<file path="config.mk">
export PLATFORM = sky130hd
export DESIGN_NAME = rv_ctl_mc
export DESIGN_NICKNAME = d
export VERILOG_FILES = /design/src/rtl/rv_ctl_mc.sv
export SDC_FILE = /design/constraint.sdc
export NUM_CORES = 1
export LEC_CHECK = 0
export BUFFER_PORTS_ARGS = -buffer_cell sky130_fd_sc_hd__clkbuf_2
export CAP_MARGIN = 20
export CELL_PAD_IN_SITES_DETAIL_PLACEMENT = 2
export CELL_PAD_IN_SITES_GLOBAL_PLACEMENT = 2
export CORE_AREA = 2 2 93 95
export CTS_CLUSTER_DIAMETER = 60
export DETAILED_ROUTE_END_ITERATION = 16
export DIE_AREA = 0 0 95 97
export PLACE_DENSITY = 0.84
export SYNTH_ARGS = -nofsm -noshare
export SYNTH_HDL_FRONTEND = slang
export SYNTH_SLANG_ARGS = --single-unit
</file>
<file path="constraint.sdc">
create_clock -name clk -period 3.96 [get_ports clk]
set_input_delay 0.792 -clock clk [delete_from_list [all_inputs] [get_ports clk]]
set_output_delay 0.792 -clock clk [all_outputs]
set_load 0.05 [all_outputs]
</file>
<file path="src/rtl/rv_ctl_mc.sv">
// Multi-cycle RV32 subset control unit: sequences fetch, decode, memory
// access, ALU and control-transfer steps. It also provides a per-access
// memory wait timeout, a sticky error state and a retired-instruction counter.
//
// state     | meaning
// ----------+----------------------------------------------------------
// FETCH     | request instruction word, load IR and PC+4 on mem_ready
// DECODE    | precompute branch target, dispatch on opcode/funct3
// MEM_ADDR  | form load/store effective address rs1 + imm
// LOAD_MEM  | read data memory, capture MDR on mem_ready
// LOAD_WB   | write MDR to rd
// STORE_MEM | write data memory until mem_ready
// EXEC      | register/immediate ALU operation or LUI
// ALU_WB    | write ALUOUT to rd
// BRANCH    | compare rs1/rs2, conditionally load branch target
// JAL_EX    | PC <- PC + J-imm, rd <- PC+4
// JALR_EX   | PC <- (rs1 + I-imm) & ~1, rd <- PC+4
// ERROR     | illegal instruction or memory timeout, held until reset
module rv_ctl_mc #(
    parameter int MEM_TIMEOUT  = 16,
    parameter int TRAP_ILLEGAL = 1,
    parameter int CNT_W        = 32
) (
    input  logic             clk,
    input  logic             rst,
    input  logic [31:0]      instr,
    input  logic             zero,
    input  logic             mem_ready,
    output logic             mem_req,
    output logic             mem_we,
    output logic [1:0]       pcsrc,
    output logic             pcwrite,
    output logic             pccen,
    output logic             irwrite,
    output logic             mdrwrite,
    output logic             regwen,
    output logic [1:0]       wbsel,
    output logic [2:0]       immsel,
    output logic [1:0]       asel,
    output logic             bsel,
    output logic [3:0]       alusel,
    output logic             err,
    output logic [CNT_W-1:0] instret
);

    typedef enum logic [3:0] {
        FETCH, DECODE, MEM_ADDR, LOAD_MEM, LOAD_WB, STORE_MEM,
        EXEC, ALU_WB, BRANCH, JAL_EX, JALR_EX, ERROR
    } state_t;

    localparam logic [6:0] OPC_LOAD   = 7'b0000011;
    localparam logic [6:0] OPC_STORE  = 7'b0100011;
    localparam logic [6:0] OPC_OP_IMM = 7'b0010011;
    localparam logic [6:0] OPC_OP     = 7'b0110011;
    localparam logic [6:0] OPC_LUI    = 7'b0110111;
    localparam logic [6:0] OPC_BRANCH = 7'b1100011;
    localparam logic [6:0] OPC_JAL    = 7'b1101111;
    localparam logic [6:0] OPC_JALR   = 7'b1100111;
    localparam logic [3:0] ALU_ADD    = 4'b0000;
    localparam logic [3:0] ALU_SUB    = 4'b0001;

    // Counter only needs to reach MEM_TIMEOUT-1: the timeout fires on that cycle.
    localparam int WCNT_W  = (MEM_TIMEOUT > 1) ? $clog2(MEM_TIMEOUT) : 1;
    localparam int TO_LAST = (MEM_TIMEOUT > 0) ? MEM_TIMEOUT - 1 : 0;

    state_t            state, state_nx;
    logic [WCNT_W-1:0] wait_cnt;
    logic              mem_timeout;
    logic              waiting;
    logic              retire;
    logic [6:0]        opcode;
    logic [2:0]        f3;
    logic              unused_instr_bits;

    assign opcode = instr[6:0];
    assign f3     = instr[14:12];
    // Instruction fields the controller never looks at.
    assign unused_instr_bits = ^{instr[31], instr[29:15], instr[11:7]};

    assign waiting     = (state == FETCH) || (state == LOAD_MEM) || (state == STORE_MEM);
    assign mem_timeout = (MEM_TIMEOUT > 0) && (wait_cnt == WCNT_W'(TO_LAST));
    assign retire      = (state_nx == FETCH) &&
                         ((state == LOAD_WB) || (state == STORE_MEM) || (state == ALU_WB) ||
                          (state == BRANCH)  || (state == JAL_EX)    || (state == JALR_EX));
    assign err         = (state == ERROR);

    // State register; reset aborts whatever access is in flight.
    always_ff @(posedge clk or posedge rst) begin
        if (rst) state <= FETCH;
        else     state <= state_nx;
    end

    // Wait counter: runs while a memory state stalls, zero otherwise, so every
    // entry into a memory state starts from zero.
    always_ff @(posedge clk or posedge rst) begin
        if (rst)                        wait_cnt <= '0;
        else if (waiting && !mem_ready) wait_cnt <= wait_cnt + WCNT_W'(1);
        else                            wait_cnt <= '0;
    end

    // Retired-instruction counter, wraps naturally.
    always_ff @(posedge clk or posedge rst) begin
        if (rst)         instret <= '0;
        else if (retire) instret <= instret + CNT_W'(1);
    end

    // Next-state and control outputs.
    always_comb begin
        state_nx = state;
        mem_req  = 1'b0;
        mem_we   = 1'b0;
        pcsrc    = 2'd0;
        pcwrite  = 1'b0;
        pccen    = 1'b0;
        irwrite  = 1'b0;
        mdrwrite = 1'b0;
        regwen   = 1'b0;
        wbsel    = 2'd0;
        immsel   = 3'd0;
        asel     = 2'd0;
        bsel     = 1'b0;
        alusel   = ALU_ADD;
        case (state)
            FETCH: begin
                mem_req = 1'b1;
                if (mem_ready) begin
                    irwrite  = 1'b1;
                    pcwrite  = 1'b1;
                    pccen    = 1'b1;
                    state_nx = DECODE;
                end else if (mem_timeout) begin
                    state_nx = ERROR;
                end
            end
            DECODE: begin
                immsel   = 3'd2;
                asel     = 2'd1;
                bsel     = 1'b1;
                state_nx = (TRAP_ILLEGAL != 0) ? ERROR : FETCH;
                case (opcode)
                    OPC_LOAD, OPC_STORE: if (f3 == 3'b010) state_nx = MEM_ADDR;
                    OPC_OP_IMM, OPC_OP, OPC_LUI: state_nx = EXEC;
                    OPC_BRANCH: if (f3 == 3'b000 || f3 == 3'b001) state_nx = BRANCH;
                    OPC_JAL: state_nx = JAL_EX;
                    OPC_JALR: if (f3 == 3'b000) state_nx = JALR_EX;
                    default: ;
                endcase
            end
            MEM_ADDR: begin
                bsel = 1'b1;
                if (opcode == OPC_STORE) begin
                    immsel   = 3'd1;
                    state_nx = STORE_MEM;
                end else begin
                    state_nx = LOAD_MEM;
                end
            end
            LOAD_MEM: begin
                mem_req = 1'b1;
                if (mem_ready) begin
                    mdrwrite = 1'b1;
                    state_nx = LOAD_WB;
                end else if (mem_timeout) begin
                    state_nx = ERROR;
                end
            end
            LOAD_WB: begin
                regwen   = 1'b1;
                wbsel    = 2'd2;
                state_nx = FETCH;
            end
            STORE_MEM: begin
                mem_req = 1'b1;
                mem_we  = 1'b1;
                if (mem_ready)        state_nx = FETCH;
                else if (mem_timeout) state_nx = ERROR;
            end
            EXEC: begin
                state_nx = ALU_WB;
                case (opcode)
                    OPC_OP: alusel = {f3, instr[30]};
                    OPC_OP_IMM: begin
                        bsel   = 1'b1;
                        alusel = {f3, (f3 == 3'b101) ? instr[30] : 1'b0};
                    end
                    OPC_LUI: begin
                        asel   = 2'd2;
                        bsel   = 1'b1;
                        immsel = 3'd4;
                    end
                    default: ;
                endcase
            end
            ALU_WB: begin
                regwen   = 1'b1;
                wbsel    = 2'd1;
                state_nx = FETCH;
            end
            BRANCH: begin
                alusel   = ALU_SUB;
                pcsrc    = 2'd1;
                pcwrite  = (f3 == 3'b000) ? zero : !zero;
                state_nx = FETCH;
            end
            JAL_EX: begin
                immsel   = 3'd3;
                asel     = 2'd1;
                bsel     = 1'b1;
                pcsrc    = 2'd1;
                pcwrite  = 1'b1;
                regwen   = 1'b1;
                state_nx = FETCH;
            end
            JALR_EX: begin
                bsel     = 1'b1;
                pcsrc    = 2'd2;
                pcwrite  = 1'b1;
                regwen   = 1'b1;
                state_nx = FETCH;
            end
            ERROR: state_nx = ERROR;
            default: state_nx = ERROR;
        endcase
        // Reset holds the state in FETCH; keep the bus and enables quiet meanwhile.
        if (rst) begin
            mem_req = 1'b0;
            mem_we  = 1'b0;
            pcwrite = 1'b0;
            pccen   = 1'b0;
            irwrite = 1'b0;
        end
    end

endmodule

</file>
==> impl_metrics.ini, run 1 <==
[timing]
worstMarginPinSlew_ns = 0.702
period_needed_ns = 3.32
setup_viol = 0
grt_setup_unrepaired = no
clock_skew_ns = 0.0104
finalCritPeriodShare_pct = 84.0
drv_slew = 0
max_freq_mhz = 301
setup_tns_ns = 0
final-hold-violation-count = 0
relSlewSlack_pct = 52.8

[synthesis]
syn_area_mm2 = 0.00241
avgSynthCellArea_um2 = 8.81
synth_fp_nets = 311
synthFlopType = dfrtp_1
synth-seq-cells = 40
synth_top_area_cell = dfrtp_1
yosysTopAreaCellShare_pct = 41.6
syn_inst = 273
synth_edf_count = 0
synthTopCellsByArea = dfrtp_1 42%, xnor2_1 7.6%, xor2_1 5.5%
yosys-top-cells-count = 40 x dfrtp_1, 33 x nor2_1, 27 x nand2_1, 21 x xnor2_1, 17 x nand3_1
ys_seq_area_share_pct = 41.6
yosys_warnings = 0
ys_types = 47
async_flop_share_pct = 100
yosys.cell_count.top_type = dfrtp_1

[worst_setup_path]
critPathKind = in2out
critPathArrivalTime_ns = 2.53
worstPathRequired_ns = 3.17
startpoint_type = primary input
cp_max_fo = 7
endpoint_kind = primary output

[floorplan]
core_area_mm2 = 0.00813
rows = 33
die_area_mm2 = 0.00922
pin_count = 90
start_util_pct = 29.6
die_h_um = 97
die_w_um = 95

[clock_network]
post_cts_buffers = 0
cts_tree = done
ctsHtreeMaxLevel = 2
clk-insertion-delay-late_ns = 0.29
post_cts_resized = 0
cts_hold_buf = 0
cts-root-buf = clkbuf_8
clock_path_buffers = 2
cts_made_buffers = 5
cts.clk_slew.worst_paths_ns = 0.07
clock-sinks = 40

[grt]
grt_pass1_wl_um = 12100
grtUsageTotal_pct = 16.3
grt_max_degree = 41
grt_pass1_vias = 2436
gr-total-overflow = 0
antenna_found_initial = 0

[detailed_routing]
wirelength_um = 7180
wl_per_cell_um = 16.2
drt_iter0_markers = 27
ant_nets = 0
vias = 2286
drtPass1Iterations = 4
drc_errors = 0
vias_per_cell = 5.15

[placed_design]
gp_congestion = 0.808
dp_hpwl_um = 5460
dp.cells = 437
port_buffers = 68

[power_and_ir_drop]
power.total_uw = 839
p_per_area_mw_per_mm2 = 282
p_leak_nw = 1.41
peakVddDrop_v = 0.000124

[final_layout]
final.fill_count = 949
regArea_mm2 = 0.00100
final_nets = 377
stdcell_count = 444
diodes = 0
multi_input_area_mm2 = 0.00133
syn_to_final_growth_pct = 23.6
drive_gt1_share_pct = 24.5

[run]
maxCapViolCount = 0

[outcome]
outcome = finished, final reports clean

[min_path]
hold_path.class = reg2reg
[final cells by class]
cell class              count  area share, %
clock buffers               5           2.31
clock inverters             2           2.02
inverters                   5          0.631
multi-input cells         216           44.8
flip-flops and latches     40           33.7
well taps                 105           4.42
repair buffers             71           12.2
[cell usage in the layout (no fill, tap or decap), drive strengths merged, types with 2 or more instances in the layout]
cell    count
clkbuf     73
dfrtp      40
nor2       33
nand2      27
xnor2      21
nand3      17
xor2       15
nor3       14
o21ai      11
a21oi       8
nand4       8
and2        7
nand2b      6
nor4        6
and4        5
inv         5
and3        4
nor2b       3
a31oi       3
buf         3
o21a        2
o22ai       2
nor3b       2
a21o        2
mux2i       2
ha          2
bufinv      2
[metal layers]
layer / wire length, um / GRT usage [%] / up-vias / share of wire [%]
met5: 0 / 0 / - / 0
met1: 3010 / 19.1 / 1140 / 42
met4: 42 / 3.01 / 0 / 0.59
met3: 257 / 2.80 / 4 / 3.6
met2: 3870 / 30.6 / 52 / 54
li1: - / - / 1090 / -
[state kept, by name (all words and copies together), names as in the netlist]
signal	count
instret	32
wait_cnt	4
state	4
[worst paths after layout]
kind	start	to	slack, ns	cells after the start
setup reg to reg	state[0]	instret[31]	1.65	5
hold reg to reg	wait_cnt[0]	wait_cnt[0]	0.47	1
setup / recovery	instr[6]	alusel[0]	0.64	5
max in group asynchronous	rst	instret[13]	2.89	3
hold / removal	wait_cnt[0]	wait_cnt[0]	0.47	1
min in group asynchronous	rst	state[3]	0.70	3
[power by group]
group	internal (mW)	switching (mW)	leakage [nW]
Clock	0.248	0.145	0.0642
Combinational	0.0128	0.0250	0.803
Sequential	0.408	0	0.543
[critical path, stage by stage]
cell	delay, ns
clkbuf_2	0.14
nor4bb_1	0.62
nand3_1	0.31
o32ai_1	0.34
clkbuf_2	0.32
[logic make-up (layout without fill, tap and decap cells)]
kind of cell	Yosys count	count (layout)	share of synthesized area, %
fa+ha+maj	2	2	1.04
buf+inv	17	83	3.07
xor+xnor	36	36	13.1
flops	40	40	41.6
compound gates	37	37	9.62
mux	3	3	1.30
simple gates	138	138	30.3
[through the flow]
stage / worst slack, ns / util (%) / hold slack (ns) / cell area [um2]
floorplan: 0.416 / - / 0.433 / 2410
global placement: 0.661 / 35.0 / 0.449 / 2850
detailed placement: 0.629 / 35.0 / 0.458 / 2850
CTS: 0.624 / 36.6 / 0.469 / 2970
global route: 0.511 / 36.6 / 0.481 / 2970
finish: 0.635 / 36.6 / 0.470 / 2970
(Power assumes the default switching activity.)
==> inputs of run 2 (changes only) <==
--- a/config.mk
+++ b/config.mk
@@ -9,11 +9,11 @@
 export CAP_MARGIN = 20
 export CELL_PAD_IN_SITES_DETAIL_PLACEMENT = 2
 export CELL_PAD_IN_SITES_GLOBAL_PLACEMENT = 2
-export CORE_AREA = 2 2 93 95
+export CORE_AREA = 2 2 102 104
 export CTS_CLUSTER_DIAMETER = 60
 export DETAILED_ROUTE_END_ITERATION = 16
-export DIE_AREA = 0 0 95 97
-export PLACE_DENSITY = 0.84
+export DIE_AREA = 0 0 104 106
+export PLACE_DENSITY = 0.75
 export SYNTH_ARGS = -nofsm -noshare
 export SYNTH_HDL_FRONTEND = slang
 export SYNTH_SLANG_ARGS = --single-unit
==> constraint.sdc (replaced) <==
create_clock -name clk -period 2.8 [get_ports clk]
set_input_delay 0.56 -clock clk [delete_from_list [all_inputs] [get_ports clk]]
set_output_delay 0.56 -clock clk [all_outputs]
set_load 0.05 [all_outputs]
==> run 2 against run 1 <==
Effect of this change: first-iteration DRC count rose by 96%; sequential power grew 41%; wire length is essentially flat; via count fell by 0.70%; clock power up 19%; flip-flop and latch count is the same; hold slack got worse by 0.0036 ns.
==> impl_metrics.ini, run 2 (same netlist as run 1, synthesis figures left out) <==
[placed_design]
port_buffers = 68
dp.cells = 473
gp_congestion = 0.763
dp_hpwl_um = 5670

[timing]
max_freq_mhz = 395
period_needed_ns = 2.53
final-hold-violation-count = 0
grt_setup_unrepaired = no
worstMarginPinSlew_ns = 0.526
setup_viol = 0
clock_skew_ns = 0.00541
finalCritPeriodShare_pct = 90.5
relSlewSlack_pct = 64.9
drv_slew = 0
setup_tns_ns = 0

[floorplan]
core_area_mm2 = 0.0100
rows = 37
pin_count = 90
die_area_mm2 = 0.0110
die_h_um = 106
start_util_pct = 24.1
die_w_um = 104

[detailed_routing]
drtPass1Iterations = 4
wl_per_cell_um = 14.9
ant_nets = 0
drt_iter0_markers = 53
wirelength_um = 7180
vias_per_cell = 4.72
drc_errors = 0
vias = 2270

[min_path]
hold_path.class = reg2reg

[clock_network]
cts.clk_slew.worst_paths_ns = 0.08
clk-insertion-delay-late_ns = 0.28
cts_made_buffers = 5
cts-root-buf = clkbuf_8
clock-sinks = 40
ctsHtreeMaxLevel = 2
clock_path_buffers = 2
post_cts_resized = 0
post_cts_buffers = 0
cts_hold_buf = 0
cts_tree = done

[power_and_ir_drop]
switching_power_uw = 237
comb_power_share_pct = 5.0
p_seq_share_pct = 52.6
power_frac_clock_pct = 42.4
p_per_area_mw_per_mm2 = 359
p_int_uw = 860
switching_share_pct = 21.6
peakVddDrop_v = 0.000158
p_leak_nw = 1.43

[final_layout]
reg_top3 = instret x32, state x4, wait_cnt x4
regMostFlops = instret
drive_gt1_share_pct = 26.1
final_cell_mix = 67 x clkbuf_2, 40 x dfrtp_1, 33 x nor2_1
final_nets = 382
stdcell_count = 481
diodes = 0
largest_reg_flops = 32
layout_commonest_cell = clkbuf_2
syn_to_final_growth_pct = 27.0

[worst_setup_path]
endpoint_kind = primary output
critPathArrivalTime_ns = 1.97
worstPathRequired_ns = 2.24
startpoint_type = primary input
critPathKind = in2out
cp_max_fo = 7

[run]
maxCapViolCount = 0

[grt]
gr-total-overflow = 0
antenna_found_initial = 0
grt_pass1_wl_um = 12100
grtUsageTotal_pct = 13.4
grt_pass1_vias = 2414
grt_max_degree = 41

[outcome]
outcome = finished, final reports clean
[run 2: changes by cell type in the layout (fill, tap and decap cells not counted), sizes merged]
cell | previous run | this run
buf | 3 | 9
bufinv | 2 | 1
clkinv | 0 | 1
[run 2: metal layers]
layer / vias to the layer above / share of wire (%) / GRT usage, %
li1: 1096 / - / -
met1: 1117 / 44 / 16.7
met2: 55 / 51 / 24.3
met3: 2 / 4.5 / 2.64
met4: 0 / 0.36 / 2.32
met5: - / 0 / 0
[run 2: layout make-up]
cell class | instances | area (um2)
fillers | 1166 | 6940
clock buffers | 6 | 72.6
multi-input cells | 216 | 1340
repair buffers | 76 | 415
clock inverters | 2 | 35.0
well taps | 136 | 170
inverters | 5 | 18.8
flip-flops and latches | 40 | 1000
[run 2: power by group through the flow]
| stage | logic [mW] | registers, mW | clock network, mW |
|---|---|---|---|
| finish | 0.0549 | 0.577 | 0.466 |
| global route | 0.0634 | 0.577 | 0.508 |
| CTS | 0.0574 | 0.577 | 0.484 |
| detailed placement | 0.0575 | 0.589 | 0 |
| global placement | 0.0558 | 0.589 | 0 |
| floorplan | 0.0296 | 0.589 | 0 |
[run 2: worst max-delay path, cell delays in order]
cell	delay, ns
clkbuf_2	0.14
nor4bb_1	0.27
buf_4	0.17
nand3_1	0.12
nor3_1	0.18
a21oi_1	0.06
nor2_1	0.16
clkbuf_2	0.31
[run 2: path summary, 6_finish.rpt]
kind	startpoint	endpoint	slack, ns	cells past startpoint
min in group asynchronous	rst	wait_cnt[0]	0.49	3
hold reg to reg	wait_cnt[0]	wait_cnt[0]	0.47	1
setup / recovery	instr[6]	immsel[0]	0.27	8
setup reg to reg	state[1]	instret[28]	0.74	6
max in group asynchronous	rst	instret[17]	1.95	3
hold / removal	wait_cnt[0]	wait_cnt[0]	0.47	1
[run 2: through the flow]
step	setup WS (ns)	cell area (um2)	hold WS, ns	power (mW)	utilization (%)
finish	0.267	3060	0.467	1.10	30.6
global route	0.114	3060	0.486	1.15	30.6
CTS	0.238	3060	0.466	1.12	30.6
detailed placement	0.241	2950	0.455	0.646	29.5
global placement	0.311	2950	0.450	0.644	29.5
floorplan	0.189	2420	0.433	0.618	-
==> inputs of run 3 (changes only) <==
--- a/config.mk
+++ b/config.mk
@@ -9,11 +9,11 @@
 export CAP_MARGIN = 20
 export CELL_PAD_IN_SITES_DETAIL_PLACEMENT = 2
 export CELL_PAD_IN_SITES_GLOBAL_PLACEMENT = 2
-export CORE_AREA = 2 2 102 104
+export CORE_AREA = 2 2 96 98
 export CTS_CLUSTER_DIAMETER = 60
 export DETAILED_ROUTE_END_ITERATION = 16
-export DIE_AREA = 0 0 104 106
-export PLACE_DENSITY = 0.75
+export DIE_AREA = 0 0 98 100
+export PLACE_DENSITY = 0.8
 export SYNTH_ARGS = -nofsm -noshare
 export SYNTH_HDL_FRONTEND = slang
 export SYNTH_SLANG_ARGS = --single-unit
==> constraint.sdc (replaced) <==
create_clock -name clk -period 2.9 [get_ports clk]
set_input_delay 0.58 -clock clk [delete_from_list [all_inputs] [get_ports clk]]
set_output_delay 0.58 -clock clk [all_outputs]
set_load 0.05 [all_outputs]
==> run 3 against run 2 <==
Effect of this change: flip-flop and latch count is the same; final area shrank 1.0%; clock power shrank 3%; via count grew 1.8%.
==> impl_metrics.ini, run 3 (same netlist as run 1, synthesis figures left out) <==
[outcome]
outcome = finished, final reports clean

[placed_design]
port_buffers = 68
gp_congestion = 0.797
place_area_mm2 = 0.00292
dp_hpwl_um = 5810

[clock_network]
post_cts_resized = 0
ctsHtreeMaxLevel = 2
cts-root-buf = clkbuf_8
cts_hold_buf = 0
clk-insertion-delay-late_ns = 0.29
clock-sinks = 40
post_cts_buffers = 0
cts.clk_slew.worst_paths_ns = 0.08
cts_tree = done
clock_path_buffers = 2
cts_made_buffers = 5

[timing]
finalCritPeriodShare_pct = 88.5
drv_slew = 0
final-hold-violation-count = 0
max_freq_mhz = 390
grt_setup_unrepaired = no
setup_tns_ns = 0
worstMarginPinSlew_ns = 0.644
setup_viol = 0
relSlewSlack_pct = 56.7
clock_skew_ns = 0.00776
period_needed_ns = 2.57

[power_and_ir_drop]
p_leak_nw = 1.43
power_frac_clock_pct = 42.7
switching_share_pct = 22.0
comb_power_share_pct = 5.0
switching_power_uw = 234
peakVddDrop_v = 0.000142
p_per_area_mw_per_mm2 = 352
p_int_uw = 831
p_seq_share_pct = 52.3

[floorplan]
die_area_mm2 = 0.00980
die_h_um = 100
rows = 35
start_util_pct = 27.1
die_w_um = 98
core_area_mm2 = 0.00889
pin_count = 90

[worst_setup_path]
cp_max_fo = 11
crit_start = state[1]
worstPathRequired_ns = 2.32
r2r_start = state[3]
crit_path_max_incr_delay_ns = 0.55
critPathArrivalTime_ns = 1.99
endpoint_kind = primary output
slowest_stage = dfrtp_1
startpoint_type = flip-flop
crit_top_cell = nor2_1
critPathKind = reg2out
crit_buf_inv = 1
path_cells = nand2b_1 > nor2_1 > nand3_1 > nor2_1 > and2_1 > clkbuf_2
cp_top_family = simple AND/OR/NAND/NOR gates

[grt]
grtUsageTotal_pct = 15.9
antenna_found_initial = 0
grt_pass1_vias = 2451
grt_pass1_wl_um = 12600
grt_max_degree = 41
gr-total-overflow = 0

[final_layout]
syn_to_final_growth_pct = 25.7
stdcell_area_mm2 = 0.00303
diodes = 0
layout_commonest_cell = clkbuf_2
final_cell_mix = 67 x clkbuf_2, 40 x dfrtp_1, 33 x nor2_1
largest_reg_flops = 32
drive_gt1_share_pct = 26.1
final_nets = 382
regMostFlops = instret
reg_top3 = instret x32, state x4, wait_cnt x4

[run]
maxCapViolCount = 0

[min_path]
hold_path.class = in2async

[detailed_routing]
wl_per_cell_um = 16.3
vias_per_cell = 5.07
drtPass1Iterations = 4
vias = 2311
drt_iter0_markers = 53
ant_nets = 0
wirelength_um = 7420
drc_errors = 0
## run 3: path summary, 6_finish.rpt
check | cells after the start | slack (ns) | endpoint
worst max-delay path | 6 | 0.33 | alusel[2]
worst min-delay path | 3 | 0.48 | state[0]
worst max register to register | 5 | 0.63 | instret[9]
worst min register to register | 1 | 0.48 | wait_cnt[0]
max in group asynchronous | 3 | 2.02 | wait_cnt[1]
min in group clk | 1 | 0.48 | wait_cnt[0]
## run 3: power groups by stage
| stage | sequential (mW) | clock (mW) | combinational (mW) |
|---|---|---|---|
| finish | 0.557 | 0.454 | 0.0531 |
| global route | 0.557 | 0.489 | 0.0613 |
| CTS | 0.557 | 0.468 | 0.0550 |
| detailed placement | 0.568 | 0 | 0.0548 |
| global placement | 0.568 | 0 | 0.0535 |
| floorplan | 0.568 | 0 | 0.0286 |
## run 3: worst register-to-register path: stages (launching register included)
cell,delay [ns]
dfrtp_1,0.61
nand2b_1,0.31
o21a_1,0.23
nor3_1,0.55
nand3_1,0.24
xnor2_1,0.24
## run 3: final cells by class
class | count | area [um2]
clock buffers | 6 | 72.6
clock inverters | 2 | 35.0
fillers | 1035 | 5860
inverters | 5 | 18.8
multi-input cells | 216 | 1340
flip-flops and latches | 40 | 1000
well taps | 111 | 139
repair buffers | 76 | 415
## run 3: through the flow
step | instances | power, mW | utilization (%) | hold WS [ns] | worst slack [ns]
final | 456 | 1.06 | 34.0 | 0.476 | 0.333
after floorplan | 273 | 0.597 | - | 0.433 | 0.249
after global routing | 456 | 1.11 | 34.0 | 0.490 | 0.115
after detailed placement | 448 | 0.623 | 32.8 | 0.469 | 0.355
after CTS | 456 | 1.08 | 34.0 | 0.480 | 0.299
after global placement | 448 | 0.622 | 32.8 | 0.455 | 0.323
## run 3: metal layers
layer | vias up | routed length, um | track usage [%]
met5 | - | 0 | 0
met4 | 0 | 29 | 3.53
met3 | 2 | 298 | 2.58
met2 | 58 | 3840 | 28.8
met1 | 1157 | 3260 | 20.1
li1 | 1094 | - | -
